**config.mk**
```make
export PLATFORM = sky130hd
export DESIGN_NAME = bit_serializer
export DESIGN_NICKNAME = d
export VERILOG_FILES = /design/src/rtl/bit_serializer_pkg.sv /design/src/rtl/ser_bit_counter.sv /design/src/rtl/bit_serializer.sv
export SDC_FILE = /design/constraint.sdc
export NUM_CORES = 1
export LEC_CHECK = 0
export ABC_AREA = 1
export BUFFER_PORTS_ARGS = -buffer_cell sky130_fd_sc_hd__buf_2
export CORE_MARGIN = 8
export CORE_UTILIZATION = 55
export CTS_CLUSTER_SIZE = 30
export DETAILED_ROUTE_END_ITERATION = 16
export PLACE_DENSITY = 0.79
export SLEW_MARGIN = 20
export SYNTH_ARGS = -nofsm -noshare
export SYNTH_HDL_FRONTEND = slang
export SYNTH_HIERARCHICAL = 1
export SYNTH_SLANG_ARGS = --single-unit
```
**constraint.sdc**
```tcl
create_clock -name clk -period 2.8 [get_ports clk]
set_input_delay 0 -clock clk [delete_from_list [all_inputs] [get_ports clk]]
set_output_delay 0 -clock clk [all_outputs]
set_load 0.005 [all_outputs]
```
**src/rtl/bit_serializer_pkg.sv**
```systemverilog
// rtl/bit_serializer_pkg.sv - shared state encodings and frame-length helper for bit_serializer
package bit_serializer_pkg;

  typedef enum logic [1:0] {
    ST_IDLE   = 2'd0,
    ST_SHIFT  = 2'd1,
    ST_PARITY = 2'd2
  } state_t;

  function automatic int frame_len(input int width, input bit parity);
    return parity ? width + 1 : width;
  endfunction

endpackage

```
**src/rtl/ser_bit_counter.sv**
```systemverilog
// rtl/ser_bit_counter.sv - bit-position up-counter with clear, enable and terminal-count flag
module ser_bit_counter #(
  parameter int               CNT_W = 4,
  parameter logic [CNT_W-1:0] TERM  = '1
) (
  input  logic             clk,
  input  logic             i_rst,
  input  logic             clr,
  input  logic             en,
  output logic [CNT_W-1:0] cnt,
  output logic             tc
);

  // Clear wins over enable so a back-to-back load restarts at bit 0.
  always_ff @(posedge clk or posedge i_rst) begin
    if (i_rst)    cnt <= '0;
    else if (clr) cnt <= '0;
    else if (en)  cnt <= cnt + CNT_W'(1);
  end

  assign tc = (cnt == TERM);

endmodule

```
**src/rtl/bit_serializer.sv**
```systemverilog
// rtl/bit_serializer.sv - LSB-first word-to-bit serializer with valid/ready input and en/d/last output
// Optional even-parity trailer bit when SERIALIZER_PARITY_EN is defined.
module bit_serializer
  import bit_serializer_pkg::*;
#(
  parameter int WIDTH = 32
) (
  input  logic             clk,
  input  logic             i_rst,
  input  logic             i_valid,
  output logic             o_ready,
  input  logic [WIDTH-1:0] i_data,
  input  logic             i_stall,
  output logic             o_en,
  output logic             o_d,
  output logic             o_last,
  output logic             o_busy
);

  localparam int CNT_W = $clog2(WIDTH + 1);
`ifdef SERIALIZER_PARITY_EN
  localparam bit               PAR_EN    = 1'b1;
  localparam logic [CNT_W-1:0] SHIFT_END = CNT_W'(WIDTH - 1);
`else
  localparam bit               PAR_EN    = 1'b0;
`endif
  localparam logic [CNT_W-1:0] LAST_CNT = CNT_W'(frame_len(WIDTH, PAR_EN) - 1);

  state_t             state_q, state_d;
  logic [WIDTH-1:0]   data_q;
  logic [CNT_W-1:0]   cnt;
  logic               tc;
  logic               busy;
  logic               final_bit;
  logic               accept;
  logic               shift_in;

  assign busy      = (state_q != ST_IDLE);
  assign final_bit = busy && tc;
  assign o_en      = busy && !i_stall;
  // Opening the ready window on the final bit lets the next word follow with no gap.
  assign o_ready   = !i_rst && (!busy || (final_bit && !i_stall));
  assign accept    = i_valid && o_ready;
  assign o_last    = o_en && final_bit;
  assign o_busy    = busy;
  assign o_d       = data_q[0];

  ser_bit_counter #(
    .CNT_W (CNT_W),
    .TERM  (LAST_CNT)
  ) u_cnt (
    .clk   (clk),
    .i_rst (i_rst),
    .clr   (accept || o_last),
    .en    (o_en),
    .cnt   (cnt),
    .tc    (tc)
  );

`ifdef SERIALIZER_PARITY_EN
  logic par_q;

  always_ff @(posedge clk or posedge i_rst) begin
    if (i_rst)       par_q <= 1'b0;
    else if (accept) par_q <= ^i_data;
  end

  // Parity enters at the MSB so it reaches data_q[0] exactly after the last data bit.
  assign shift_in = par_q;
`else
  assign shift_in = 1'b0;
`endif

  always_ff @(posedge clk or posedge i_rst) begin
    if (i_rst)       data_q <= '0;
    else if (accept) data_q <= i_data;
    else if (o_en)   data_q <= {shift_in, data_q[WIDTH-1:1]};
  end

  always_ff @(posedge clk or posedge i_rst) begin
    if (i_rst) state_q <= ST_IDLE;
    else       state_q <= state_d;
  end

  always_comb begin
    state_d = state_q;
    case (state_q)
      ST_IDLE: begin
        if (accept) state_d = ST_SHIFT;
      end
      ST_SHIFT: begin
`ifdef SERIALIZER_PARITY_EN
        if (o_en && (cnt == SHIFT_END)) state_d = ST_PARITY;
`else
        if (o_last) state_d = accept ? ST_SHIFT : ST_IDLE;
`endif
      end
      ST_PARITY: begin
        if (o_last) state_d = accept ? ST_SHIFT : ST_IDLE;
      end
      default: state_d = ST_IDLE;
    endcase
  end

endmodule

```
## Yosys cells after proc, flatten, opt, wreduce, memory -nomap -nowiden

Cells that the tools add are included.

- Register bits after elaboration: 40
- Bits of input ports: 36
- Logic and storage cells: 34

- Add/sub/neg operators: 1
- Equality and inequality tests: 5
- Mux-type cells: 8
- Reduce and logical (&&, ||, !) cells: 17

Operators with widths:

| cell | number |
|---|---|
| $mux W32 | 2 |
| $mux W6 | 2 |
| $add A6 B1 Y6 const B | 1 |
| $eq A6 B5 Y1 const B | 1 |
| $logic_and A1 B1 Y1 | 6 |
| $reduce_bool A2 Y1 | 3 |
| $mux W2 | 2 |
| $pmux W2 S2 | 1 |
| $logic_not A1 Y1 | 3 |
| $eq A2 B1 Y1 const B | 1 |
| $eq A2 B2 Y1 const B | 1 |
| $logic_not A2 Y1 | 1 |
| $logic_or A1 B1 Y1 | 2 |
| $ne A2 B1 Y1 const B | 1 |
| $ne A2 B2 Y1 const B | 1 |
| $reduce_and A2 Y1 | 1 |
| $reduce_or A2 Y1 | 1 |
| $mux W1 | 1 |

## Depth between registers and ports, before layout

Gate-level depths: netlist (run 1).

- Word-level depth: 9
- Mapped depth: 13

## Hierarchy

Netlist (run 1), hierarchy kept.

By module, submodules not included:

| module | times used | cells each | area an instance (um2) | sequential area each (um2) |
|---|---|---|---|---|
| bit_serializer | 1 | 285 | 1921.8 | 825.8 |
| ser_bit_counter | 1 | 39 | 310.3 | 150.1 |

## Worst setup path after synthesis (run 1)

Ideal clock, no wire load.

- Path kind: register to register
- Start: reg u_cnt.cnt[0]
- End: reg u_cnt.cnt[5]
- Library setup time: 0.119 ns
- Arrival: 1.938 ns
- Setup slack: 0.743 ns
- Stages on the path, launching flop included: 14
- Path buffers: 1
- Period minus slack after synthesis: 2.057 ns
- Cell sequence: dfrtp_1 ha_1 nand2_1 nor3_1 inv_1 o21ai_4 nand3_2 buf_2 o21ai_0 nor2_2 nor2_2 nand3_1 nand2_1 nor2_1

- Word-level cells in the longest chain between the ends: 8

Ends and longest elaborated chain:

| element | line | source |
|---|---|---|
| start, declared | ser_bit_counter.sv:10 | `output logic [CNT_W-1:0] cnt,` |
| start signal, assigned | ser_bit_counter.sv:18 | `else if (en) cnt <= cnt + CNT_W'(1);` |
| $eq A6 B5 Y1 * | ser_bit_counter.sv:21 | `assign tc = (cnt == TERM);` |
| net tc | bit_serializer.sv:32 | `logic tc;` |
| $logic_and A1 B1 Y1 * | bit_serializer.sv:39 | `assign final_bit = busy && tc;` |
| $logic_and A1 B1 Y1 | bit_serializer.sv:42 | `assign o_ready = !i_rst && (!busy \|\| (final_bit && !i_stall));` |
| $logic_or A1 B1 Y1 | bit_serializer.sv:42 |  |
| $logic_and A1 B1 Y1 | bit_serializer.sv:42 |  |
| $logic_and A1 B1 Y1 | bit_serializer.sv:43 | `assign accept = i_valid && o_ready;` |
| $logic_or A1 B1 Y1 * | bit_serializer.sv:54 | `.clr (accept \|\| o_last),` |
| $mux W6 / $reduce_bool A2 Y1 (equally long branches) | - |  |

The timed path passes the listed nets; every way through them passes the cells marked *. The select of a mux whose other input is x is not followed.
A chain may end at the register's enable or synchronous reset.

## Worst setup path in the final report (run 1)

- Start: reg u_cnt.cnt[0]
- End: out o_ready

- Word-level cells in the longest chain between the ends: 5

Ends and longest elaborated chain:

| element | line | source |
|---|---|---|
| $eq A6 B5 Y1 | ser_bit_counter.sv:21 |  |
| net tc | bit_serializer.sv:32 |  |
| $logic_and A1 B1 Y1 | bit_serializer.sv:39 |  |
| $logic_and A1 B1 Y1 | bit_serializer.sv:42 |  |
| $logic_or A1 B1 Y1 | bit_serializer.sv:42 |  |
| $logic_and A1 B1 Y1 | bit_serializer.sv:42 |  |
| end, declared | bit_serializer.sv:11 | `output logic o_ready,` |

The timed path passes the listed nets, and every way through them passes these cells.

==> results of run 1 <==
[through the flow]
| stage | instances | setup slack (ns) |
|---|---|---|
| after floorplan | 324 | 0.743 |
| after global placement | 400 | 0.924 |
| after detailed placement | 400 | 0.756 |
| after CTS | 408 | 0.671 |
| after global routing | 408 | 0.473 |
| final | 408 | 0.685 |
[per-layer routing]
metal	GRT usage	share of wire	vias to the layer above
li1	-	-	1067
met1	0.212	0.48	889
met2	0.257	0.44	61
met3	0.0327	0.059	12
met4	0.0907	0.021	0
met5	0	0	-
[state kept, by name, indices dropped and copies added (netlist names)]
name,flops
data_q,32
u_cnt/cnt,6
state_q,1
[report_power, final]
group	total, mW	switching, mW	leakage [nW]	internal, mW
sequential	0.967	0.147	0.494	0.819
clock	0.349	0.183	0.0371	0.166
combinational	0.623	0.381	1.00	0.242
total	1.94	0.711	1.53	1.23
[worst max-delay path, cell delays in order, from the launching register on]
cell and delay, ns:
sky130_fd_sc_hd__dfrtp_1 0.39, sky130_fd_sc_hd__ha_1 0.21, sky130_fd_sc_hd__nand2_1 0.08, sky130_fd_sc_hd__nor3_1 0.25
sky130_fd_sc_hd__inv_1 0.11, sky130_fd_sc_hd__o21ai_4 0.14, sky130_fd_sc_hd__buf_4 0.34, sky130_fd_sc_hd__inv_1 0.07
sky130_fd_sc_hd__nor2_1 0.11, sky130_fd_sc_hd__buf_2 0.13
[how the worst max path moves through the flow]
stage               cells past startpoint                startpoint                        to  slack [ns]
finish                                  9  u_cnt/cnt[0]$_DFFE_PP0P_                   o_ready        0.68
floorplan                              13  u_cnt/cnt[0]$_DFFE_PP0P_  u_cnt/cnt[5]$_DFFE_PP0P_        0.74
CTS                                     9  u_cnt/cnt[0]$_DFFE_PP0P_                   o_ready        0.67
global placement                       12  u_cnt/cnt[0]$_DFFE_PP0P_  u_cnt/cnt[5]$_DFFE_PP0P_        0.92
detailed placement                     12  u_cnt/cnt[0]$_DFFE_PP0P_  u_cnt/cnt[5]$_DFFE_PP0P_        0.76
global route                            9  u_cnt/cnt[0]$_DFFE_PP0P_                   o_ready        0.47
[cell usage in the layout (no fill, tap or decap)]
| cell type | count |
|---|---|
| sky130_fd_sc_hd__nor2_1 | 8 |
| sky130_fd_sc_hd__a211oi_1 | 1 |
| sky130_fd_sc_hd__o21ai_4 | 1 |
| sky130_fd_sc_hd__inv_1 | 39 |
| sky130_fd_sc_hd__a31oi_4 | 1 |
| sky130_fd_sc_hd__ha_1 | 1 |
| sky130_fd_sc_hd__nor2_4 | 1 |
| sky130_fd_sc_hd__a21oi_1 | 3 |
| sky130_fd_sc_hd__inv_2 | 1 |
| sky130_fd_sc_hd__nand4_1 | 31 |
| sky130_fd_sc_hd__nor3_1 | 1 |
| sky130_fd_sc_hd__xnor2_1 | 1 |
| sky130_fd_sc_hd__buf_4 | 5 |
| sky130_fd_sc_hd__o21ai_0 | 2 |
| sky130_fd_sc_hd__nand2_1 | 166 |
| sky130_fd_sc_hd__nand3_2 | 1 |
| sky130_fd_sc_hd__nor2_2 | 3 |
| sky130_fd_sc_hd__clkbuf_1 | 1 |
| sky130_fd_sc_hd__buf_2 | 40 |
| sky130_fd_sc_hd__dlygate4sd3_1 | 2 |
| sky130_fd_sc_hd__dfrtp_1 | 39 |
| sky130_fd_sc_hd__clkbuf_8 | 5 |
| sky130_fd_sc_hd__nand3_1 | 5 |
[kinds of logic after synthesis]
logic type / synth area share
XOR/XNOR: 0.00392
AO/OA/AOI/OAI: 0.0314
buffers and inverters: 0.111
AND/OR/NAND/NOR: 0.411
adder cells (fa/ha/maj): 0.00560
flip-flops: 0.437
[what timing repair did]
action | CTS | global route
hold endpoints to repair | 20 | 0
setup buffers | 0 | 0
hold buffers | 2 | 0
endpoints found under the setup margin | 0 | 0
[layout make-up]
class	count	area [µm²]	area share
inverters	40	150	0.0594
repair buffers	47	258	0.102
multi-input cells	226	1010	0.399
clock buffers	6	72.6	0.0287
well taps	50	62.6	0.0248
flip-flops and latches	39	976	0.386
==> impl_results.html, run 1 <==
<table>
<tr><th>Metric</th><th>Value</th></tr>
<tr><th colspan="2">STA</th></tr>
<tr><td>Number of max-slew violations in the final report</td><td>0</td></tr>
<tr><td>Crit share post-route</td><td>0.755</td></tr>
<tr><td>Skew final</td><td>0.00484 ns</td></tr>
<tr><td>Worst hold margin</td><td>0.0109 ns</td></tr>
<tr><td>Maximum clock frequency</td><td>roughly 0.47 GHz</td></tr>
<tr><td>Actual slew at the worst max-slew pin</td><td>roughly 0.84 ns</td></tr>
<tr><td>RSZ-0062 raised after global routing</td><td>no</td></tr>
<tr><td>Tmin final</td><td>between 2 and 2.5 ns</td></tr>
<tr><td>Number of endpoints with negative hold slack in the final report</td><td>0</td></tr>
<tr><td>Max_slew headroom</td><td>0.437</td></tr>
<tr><td>Final sum of negative setup slack</td><td>0 ns</td></tr>
<tr><td>Count of endpoints failing setup in the final report</td><td>0</td></tr>
<tr><th colspan="2">Synth</th></tr>
<tr><td>Leading post-synthesis cells by cell area</td><td>sky130_fd_sc_hd__dfrtp_1 (44%), sky130_fd_sc_hd__nand2_1 (28%), sky130_fd_sc_hd__nand4_1 (8.7%)</td></tr>
<tr><td>EDFF count, synth</td><td>0</td></tr>
<tr><td>Count of yosys warnings during synthesis</td><td>6</td></tr>
<tr><td>Top-area cell type share of the netlist area</td><td>0.437</td></tr>
<tr><td>Synth Instances</td><td>~320</td></tr>
<tr><td>Seq/Total Area, Yosys</td><td>0.437</td></tr>
<tr><td>Post-synthesis sequential element count</td><td>39</td></tr>
<tr><td>Fraction of synthesis flops using an asynchronous set or reset pin</td><td>1.00</td></tr>
<tr><td>Post-Synthesis Mean Instance Area</td><td>about 6.9 µm²</td></tr>
<tr><td>Cell type contributing the most total cell area after synthesis</td><td>sky130_fd_sc_hd__dfrtp_1</td></tr>
<tr><td>Leading register cell type out of synthesis</td><td>sky130_fd_sc_hd__dfrtp_1</td></tr>
<tr><td>Ranking of synthesized cells by instance count</td><td>sky130_fd_sc_hd__nand2_1 (166), sky130_fd_sc_hd__dfrtp_1 (39), sky130_fd_sc_hd__inv_1 (39)</td></tr>
<tr><td>Cell area after synthesis</td><td>roughly 2200 µm²</td></tr>
<tr><td>Yosys cell types</td><td>22</td></tr>
<tr><td>Total nets after synthesis</td><td>about 360</td></tr>
<tr><td>Most used standard cell by instance count after synthesis</td><td>sky130_fd_sc_hd__nand2_1</td></tr>
<tr><th colspan="2">Global route</th></tr>
<tr><td>Number of global-route vias before repair</td><td>around 2000</td></tr>
<tr><td>Maximum number of pins on one net before global-route repair</td><td>39</td></tr>
<tr><td>Number of antenna violations at the first check in global routing</td><td>0</td></tr>
<tr><td>Grt ovf</td><td>0</td></tr>
<tr><td>First-pass GRT wire length</td><td>8590 µm</td></tr>
<tr><td>Global-route total usage across every layer</td><td>0.166</td></tr>
<tr><th colspan="2">Clocking</th></tr>
<tr><td>Number of levels the H-tree was split into</td><td>2</td></tr>
<tr><td>Worst-path clk slew</td><td>around 0.070 ns</td></tr>
<tr><td>Number of buffers created by CTS</td><td>5</td></tr>
<tr><td>Buffer cell driving the clock tree root</td><td>sky130_fd_sc_hd__clkbuf_8</td></tr>
<tr><td>CTS tree</td><td>built</td></tr>
<tr><td>Count of instances resized after the clock tree is built</td><td>0</td></tr>
<tr><td>Clock latency on the worst-skew pair</td><td>between 0.2 and 0.3 ns</td></tr>
<tr><td>Maximum clock insertion buffer count</td><td>2</td></tr>
<tr><td>CTS sink count</td><td>39</td></tr>
<tr><th colspan="2">Place</th></tr>
<tr><td>Routability Congestion</td><td>between 0.8 and 0.9</td></tr>
<tr><td>Cell area reported after detailed placement</td><td>2430 µm²</td></tr>
<tr><td>Port-buffer cells</td><td>40</td></tr>
<tr><td>DPL Wire Length</td><td>about 3100 µm</td></tr>
<tr><th colspan="2">Power and ir drop</th></tr>
<tr><td>Static power due to leakage</td><td>1.53 nW</td></tr>
<tr><td>Overall power</td><td>around 1.9 mW</td></tr>
<tr><td>Maximum ir drop on the vdd rail</td><td>approximately 0.00044 V</td></tr>
<tr><td>Power Density</td><td>767 nW/µm²</td></tr>
<tr><th colspan="2">Worst setup path</th></tr>
<tr><td>Critical path arrival</td><td>roughly 2.1 ns</td></tr>
<tr><td>Reg-to-reg endpoint</td><td>u_cnt/cnt[5]$_DFFE_PP0P_</td></tr>
<tr><td>Nature of the critical path startpoint</td><td>register</td></tr>
<tr><td>Critical Path RT</td><td>between 2 and 3 ns</td></tr>
<tr><td>R2r setup slk</td><td>0.72 ns</td></tr>
<tr><td>Worst R2R Start</td><td>u_cnt/cnt[0]$_DFFE_PP0P_</td></tr>
<tr><td>Start-to-end type of the worst setup path</td><td>register to output port</td></tr>
<tr><td>Reg2Reg Depth</td><td>12</td></tr>
<tr><td>Element type at the critical path end</td><td>output port</td></tr>
<tr><td>Critical path fanouts, max</td><td>33</td></tr>
<tr><th colspan="2">Finish</th></tr>
<tr><td>Final core area utilization</td><td>0.641</td></tr>
<tr><td>Final instance area</td><td>between 2000 and 3000 µm²</td></tr>
<tr><td>Ratio of cells with drive above 1 in the final layout</td><td>0.162</td></tr>
<tr><td>Filler cell count in the final layout</td><td>roughly 380</td></tr>
<tr><td>Final antenna diode count</td><td>0</td></tr>
<tr><td>Net count reported at finish</td><td>~400</td></tr>
<tr><td>Growth of design area from synthesis to finish</td><td>13.2%</td></tr>
<tr><th colspan="2">Floorplan</th></tr>
<tr><td>Die Footprint</td><td>6350 µm²</td></tr>
<tr><td>Top Ports</td><td>41</td></tr>
<tr><td>Effective utilization at floorplan</td><td>0.566</td></tr>
<tr><td>Die Span Y</td><td>roughly 80 µm</td></tr>
<tr><td>Std-Cell Rows</td><td>23</td></tr>
<tr><td>Die Span X</td><td>79.7 µm</td></tr>
<tr><td>Placeable core region</td><td>~3900 µm²</td></tr>
<tr><th colspan="2">Route</th></tr>
<tr><td>TritonRoute pass-1 iters</td><td>4</td></tr>
<tr><td>Number of DRC violations after detailed routing</td><td>0</td></tr>
<tr><td>Number of DRC violations after detailed-routing iteration 0</td><td>about 90</td></tr>
<tr><td>Routed wire per std cell</td><td>12.1 µm</td></tr>
<tr><td>Antenna viol nets, final</td><td>0</td></tr>
<tr><td>Total routed wirelength</td><td>4920 µm</td></tr>
<tr><td>Via Count</td><td>around 2000</td></tr>
<tr><td>Average vias per placed instance</td><td>slightly below 5</td></tr>
<tr><th colspan="2">Min path</th></tr>
<tr><td>Path type of the worst min-delay path</td><td>primary input to register</td></tr>
<tr><td>Start point of the worst min-delay path</td><td>i_data[17]</td></tr>
<tr><td>Cells on Worst Hold Path</td><td>5</td></tr>
<tr><td>Hold endpoint</td><td>data_q[17]$_DFFE_PP0P_</td></tr>
<tr><th colspan="2">Job</th></tr>
<tr><td>Count of max-cap constraint violations</td><td>0</td></tr>
<tr><th colspan="2">Outcome</th></tr>
<tr><td>Outcome</td><td>finished clean</td></tr>
</table>
(Power assumes the default switching activity.)
==> inputs of run 2 (changes only) <==
--- a/config.mk
+++ b/config.mk
@@ -5,13 +5,13 @@
 export SDC_FILE = /design/constraint.sdc
 export NUM_CORES = 1
 export LEC_CHECK = 0
-export ABC_AREA = 1
+export ABC_AREA = 0
 export BUFFER_PORTS_ARGS = -buffer_cell sky130_fd_sc_hd__buf_2
 export CORE_MARGIN = 8
-export CORE_UTILIZATION = 55
+export CORE_UTILIZATION = 49
 export CTS_CLUSTER_SIZE = 30
 export DETAILED_ROUTE_END_ITERATION = 16
-export PLACE_DENSITY = 0.79
+export PLACE_DENSITY = 0.75
 export SLEW_MARGIN = 20
 export SYNTH_ARGS = -nofsm -noshare
 export SYNTH_HDL_FRONTEND = slang
==> constraint.sdc (replaced) <==
create_clock -name clk -period 1.9 [get_ports clk]
set_input_delay 0 -clock clk [delete_from_list [all_inputs] [get_ports clk]]
set_output_delay 0 -clock clk [all_outputs]
set_load 0.005 [all_outputs]
==> run 2 against run 1 <==
Clock skew up 0.00059 ns. Die area rose by 2.5%. Final cell count decreased by 34%.
==> impl_results.html, run 2 <==
<table>
<tr><th>Metric</th><th>Value</th></tr>
<tr><th colspan="2">Synth</th></tr>
<tr><td>EDFF count, synth</td><td>0</td></tr>
<tr><td>Post-synthesis sequential element count</td><td>39</td></tr>
<tr><td>Ranking of synthesized cells by instance count</td><td>sky130_fd_sc_hd__dfrtp_1 (39), sky130_fd_sc_hd__mux2_2 (36), sky130_fd_sc_hd__mux2_4 (27)</td></tr>
<tr><td>Cell area after synthesis</td><td>2050 µm²</td></tr>
<tr><td>Fraction of synthesis flops using an asynchronous set or reset pin</td><td>1.00</td></tr>
<tr><td>Synth Instances</td><td>141</td></tr>
<tr><td>Leading post-synthesis cells by cell area</td><td>sky130_fd_sc_hd__dfrtp_1 (48%), sky130_fd_sc_hd__mux2_2 (20%), sky130_fd_sc_hd__mux2_4 (20%)</td></tr>
<tr><td>Total nets after synthesis</td><td>between 150 and 200</td></tr>
<tr><td>Post-Synthesis Mean Instance Area</td><td>between 10 and 15 µm²</td></tr>
<tr><td>Cell type contributing the most total cell area after synthesis</td><td>sky130_fd_sc_hd__dfrtp_1</td></tr>
<tr><td>Most used standard cell by instance count after synthesis</td><td>sky130_fd_sc_hd__dfrtp_1</td></tr>
<tr><td>Top-area cell type share of the netlist area</td><td>0.476</td></tr>
<tr><td>Count of yosys warnings during synthesis</td><td>6</td></tr>
<tr><td>Leading register cell type out of synthesis</td><td>sky130_fd_sc_hd__dfrtp_1</td></tr>
<tr><td>Yosys cell types</td><td>22</td></tr>
<tr><td>Seq/Total Area, Yosys</td><td>0.476</td></tr>
<tr><th colspan="2">Route</th></tr>
<tr><td>Routed wire per std cell</td><td>approximately 16 µm</td></tr>
<tr><td>Met2 WL</td><td>2240 µm</td></tr>
<tr><td>Uppermost routed layer</td><td>met4</td></tr>
<tr><td>Via Count</td><td>~1400</td></tr>
<tr><td>Total routed wire length on the met1 layer</td><td>around 1700 µm</td></tr>
<tr><td>Number of DRC violations after detailed-routing iteration 0</td><td>49</td></tr>
<tr><td>Number of DRC violations after detailed routing</td><td>0</td></tr>
<tr><td>Total routed wirelength</td><td>between 4000 and 5000 µm</td></tr>
<tr><td>Antenna viol nets, final</td><td>0</td></tr>
<tr><td>Routed length on met3</td><td>roughly 220 µm</td></tr>
<tr><td>TritonRoute pass-1 iters</td><td>4</td></tr>
<tr><td>Average vias per placed instance</td><td>5.06</td></tr>
<tr><th colspan="2">Power and ir drop</th></tr>
<tr><td>Maximum ir drop on the vdd rail</td><td>~0.00077 V</td></tr>
<tr><td>Clock network fraction of design power</td><td>0.201</td></tr>
<tr><td>Sequential fraction of design power</td><td>0.408</td></tr>
<tr><td>Power Density</td><td>1270 nW/µm²</td></tr>
<tr><td>Switching fraction of total power</td><td>0.273</td></tr>
<tr><td>Overall power</td><td>3.53 mW</td></tr>
<tr><td>Static power due to leakage</td><td>1.41 nW</td></tr>
<tr><td>Sw Pwr</td><td>0.966 mW</td></tr>
<tr><td>Fraction of power consumed by combinational cells</td><td>0.391</td></tr>
<tr><td>Internal power</td><td>about 2.6 mW</td></tr>
<tr><th colspan="2">Floorplan</th></tr>
<tr><td>Std-Cell Rows</td><td>23</td></tr>
<tr><td>Effective utilization at floorplan</td><td>0.509</td></tr>
<tr><td>Die Span X</td><td>between 80 and 90 µm</td></tr>
<tr><td>Die Footprint</td><td>roughly 6500 µm²</td></tr>
<tr><td>Placeable core region</td><td>4030 µm²</td></tr>
<tr><td>Top Ports</td><td>around 40</td></tr>
<tr><td>Die Span Y</td><td>slightly above 80 µm</td></tr>
<tr><th colspan="2">STA</th></tr>
<tr><td>Actual slew at the worst max-slew pin</td><td>approximately 0.43 ns</td></tr>
<tr><td>Number of endpoints with negative hold slack in the final report</td><td>0</td></tr>
<tr><td>Maximum clock frequency</td><td>roughly 0.55 GHz</td></tr>
<tr><td>Skew final</td><td>0.00544 ns</td></tr>
<tr><td>Final sum of negative setup slack</td><td>0 ns</td></tr>
<tr><td>Count of endpoints failing setup in the final report</td><td>0</td></tr>
<tr><td>Tmin final</td><td>roughly 1.8 ns</td></tr>
<tr><td>Worst hold margin</td><td>0.0727 ns</td></tr>
<tr><td>Minimum setup slack in the final design</td><td>between 0.08 and 0.09 ns</td></tr>
<tr><td>Crit share post-route</td><td>0.957</td></tr>
<tr><td>Max_slew headroom</td><td>0.714</td></tr>
<tr><td>RSZ-0062 raised after global routing</td><td>no</td></tr>
<tr><td>Number of max-slew violations in the final report</td><td>0</td></tr>
<tr><th colspan="2">Clocking</th></tr>
<tr><td>Clock latency on the worst-skew pair</td><td>roughly 0.29 ns</td></tr>
<tr><td>CTS sink count</td><td>39</td></tr>
<tr><td>Buffer cell driving the clock tree root</td><td>sky130_fd_sc_hd__clkbuf_8</td></tr>
<tr><td>Maximum clock insertion buffer count</td><td>2</td></tr>
<tr><td>Worst-path clk slew</td><td>approximately 0.07 ns</td></tr>
<tr><td>CTS tree</td><td>built</td></tr>
<tr><td>Number of setup buffers added after CTS</td><td>0</td></tr>
<tr><td>Number of levels the H-tree was split into</td><td>2</td></tr>
<tr><td>Number of buffers created by CTS</td><td>5</td></tr>
<tr><th colspan="2">Worst setup path</th></tr>
<tr><td>Worst R2R Start</td><td>u_cnt/cnt[1]$_DFFE_PP0P_</td></tr>
<tr><td>Nature of the critical path startpoint</td><td>register</td></tr>
<tr><td>Critical path fanouts, max</td><td>34</td></tr>
<tr><td>Reg-to-reg endpoint</td><td>data_q[13]$_DFFE_PP0P_</td></tr>
<tr><td>Critical path arrival</td><td>just under 2 ns</td></tr>
<tr><td>Start-to-end type of the worst setup path</td><td>register to register</td></tr>
<tr><td>Reg2Reg Depth</td><td>7</td></tr>
<tr><td>Startpoint of the worst setup timing path</td><td>u_cnt/cnt[1]$_DFFE_PP0P_</td></tr>
<tr><td>R2r setup slk</td><td>just over 0.08 ns</td></tr>
<tr><td>Element type at the critical path end</td><td>register</td></tr>
<tr><td>Critical Path RT</td><td>roughly 2.1 ns</td></tr>
<tr><th colspan="2">Place</th></tr>
<tr><td>DPL Wire Length</td><td>~2700 µm</td></tr>
<tr><td>Cell count after placement</td><td>approximately 230</td></tr>
<tr><td>Port-buffer cells</td><td>40</td></tr>
<tr><td>Worst setup timing slack at the placement stage</td><td>~0.079 ns</td></tr>
<tr><td>Routability Congestion</td><td>~0.72</td></tr>
<tr><td>Cell area reported after detailed placement</td><td>around 2300 µm²</td></tr>
<tr><th colspan="2">Outcome</th></tr>
<tr><td>Outcome</td><td>finished clean</td></tr>
<tr><th colspan="2">Global route</th></tr>
<tr><td>Global-route total usage across every layer</td><td>0.136</td></tr>
<tr><td>Number of antenna violations at the first check in global routing</td><td>0</td></tr>
<tr><td>Grt ovf</td><td>0</td></tr>
<tr><td>First-pass GRT wire length</td><td>approximately 6900 µm</td></tr>
<tr><td>Maximum number of pins on one net before global-route repair</td><td>40</td></tr>
<tr><td>Number of global-route vias before repair</td><td>1539</td></tr>
<tr><th colspan="2">Finish</th></tr>
<tr><td>Biggest regs</td><td>data_q: 32 flops, u_cnt/cnt: 6 flops, state_q: 1 flops</td></tr>
<tr><td>Top library cells by usage in the layout, fill and taps aside</td><td>sky130_fd_sc_hd__buf_2 (40), sky130_fd_sc_hd__dfrtp_1 (39), sky130_fd_sc_hd__mux2_2 (36), sky130_fd_sc_hd__dlygate4sd3_1 (33), sky130_fd_sc_hd__mux2_4 (27)</td></tr>
<tr><td>Most common cell after layout, fill and taps aside</td><td>sky130_fd_sc_hd__buf_2</td></tr>
<tr><td>Net count reported at finish</td><td>~260</td></tr>
<tr><td>Final antenna diode count</td><td>0</td></tr>
<tr><td>Growth of design area from synthesis to finish</td><td>35.3%</td></tr>
<tr><td>Ratio of cells with drive above 1 in the final layout</td><td>0.548</td></tr>
<tr><td>Most flops, register</td><td>data_q</td></tr>
<tr><td>Final core area utilization</td><td>0.689</td></tr>
<tr><td>Final instance area</td><td>~2800 µm²</td></tr>
<tr><td>Max reg flops</td><td>32</td></tr>
<tr><td>Final non-filler cell total</td><td>roughly 270</td></tr>
<tr><th colspan="2">Job</th></tr>
<tr><td>Count of max-cap constraint violations</td><td>0</td></tr>
<tr><th colspan="2">Min path</th></tr>
<tr><td>Start point of the worst min-delay path</td><td>i_stall</td></tr>
<tr><td>Cells on Worst Hold Path</td><td>3</td></tr>
<tr><td>Path type of the worst min-delay path</td><td>primary input to register</td></tr>
<tr><td>Hold endpoint</td><td>state_q[0]$_DFFE_PP0P_</td></tr>
</table>
-- run 2: cell types whose count changed in the layout (fill, tap and decap cells not counted), sizes merged, moves of 7 or more --
cell / change
nor2: -7
dlygate4sd3: +31
inv: -36
nand4: -29
mux2: +63
nand2: -161
-- run 2: critical path: stages (launching register included) --
cell and delay (ns):
sky130_fd_sc_hd__dfrtp_1 0.41, sky130_fd_sc_hd__ha_1 0.22, sky130_fd_sc_hd__nand2_1 0.09, sky130_fd_sc_hd__nor3_2 0.05, sky130_fd_sc_hd__nor2b_4 0.14, sky130_fd_sc_hd__o211ai_4 0.18, sky130_fd_sc_hd__buf_12 0.24, sky130_fd_sc_hd__mux2_2 0.36
-- run 2: kinds of logic (layout without fill, tap and decap cells) --
logic type / count (synthesis) / count (layout) / share of synthesized area
buffers and inverters: 11 / 89 / 0.0403
AOI/OAI and AO/OA: 5 / 5 / 0.0171
DFF: 39 / 39 / 0.476
xor gates and xnor gates: 4 / 4 / 0.0171
and+or+nand+nor: 17 / 17 / 0.0433
muxes: 64 / 64 / 0.400
adders and majority gates: 1 / 1 / 0.00610
-- run 2: final cells by class --
type / count / area [µm²]
repair buffers: 77 / 586
inverters: 4 / 15.0
flip-flops and latches: 39 / 976
multi-input cells: 91 / 1020
well taps: 50 / 62.6
fillers: 291 / 1250
clock buffers: 6 / 82.6
clock inverters: 2 / 35.0
-- run 2: worst max path at each step --
stage,end,cells after the start
6_report,data_q[13]$_DFFE_PP0P_,7
4_1_cts,data_q[13]$_DFFE_PP0P_,7
2_1_floorplan,data_q[10]$_DFFE_PP0P_,7
3_5_place_dp,data_q[24]$_DFFE_PP0P_,7
3_3_place_gp,data_q[13]$_DFFE_PP0P_,7
5_1_grt,data_q[24]$_DFFE_PP0P_,7
-- run 2: metal layers --
layer	up-vias	track usage
met1	675	0.140
li1	649	-
met3	6	0.0379
met4	0	0.0589
met5	-	0
met2	32	0.249
-- run 2: power by group through the flow --
stage	registers [mW]	logic, mW	clock network, mW
6_report	1.44	1.38	0.710
5_1_grt	1.48	1.49	0.756
4_1_cts	1.44	1.38	0.732
3_5_place_dp	1.45	1.32	0
3_3_place_gp	1.42	1.25	0
2_1_floorplan	1.38	1.11	0
-- run 2: repair_timing --
item / in CTS / in global routing
endpoints found under the hold margin: 71 / 0
hold buffers: 33 / 0
endpoints found under the setup margin: 0 / 38
resized for setup: 0 / 2
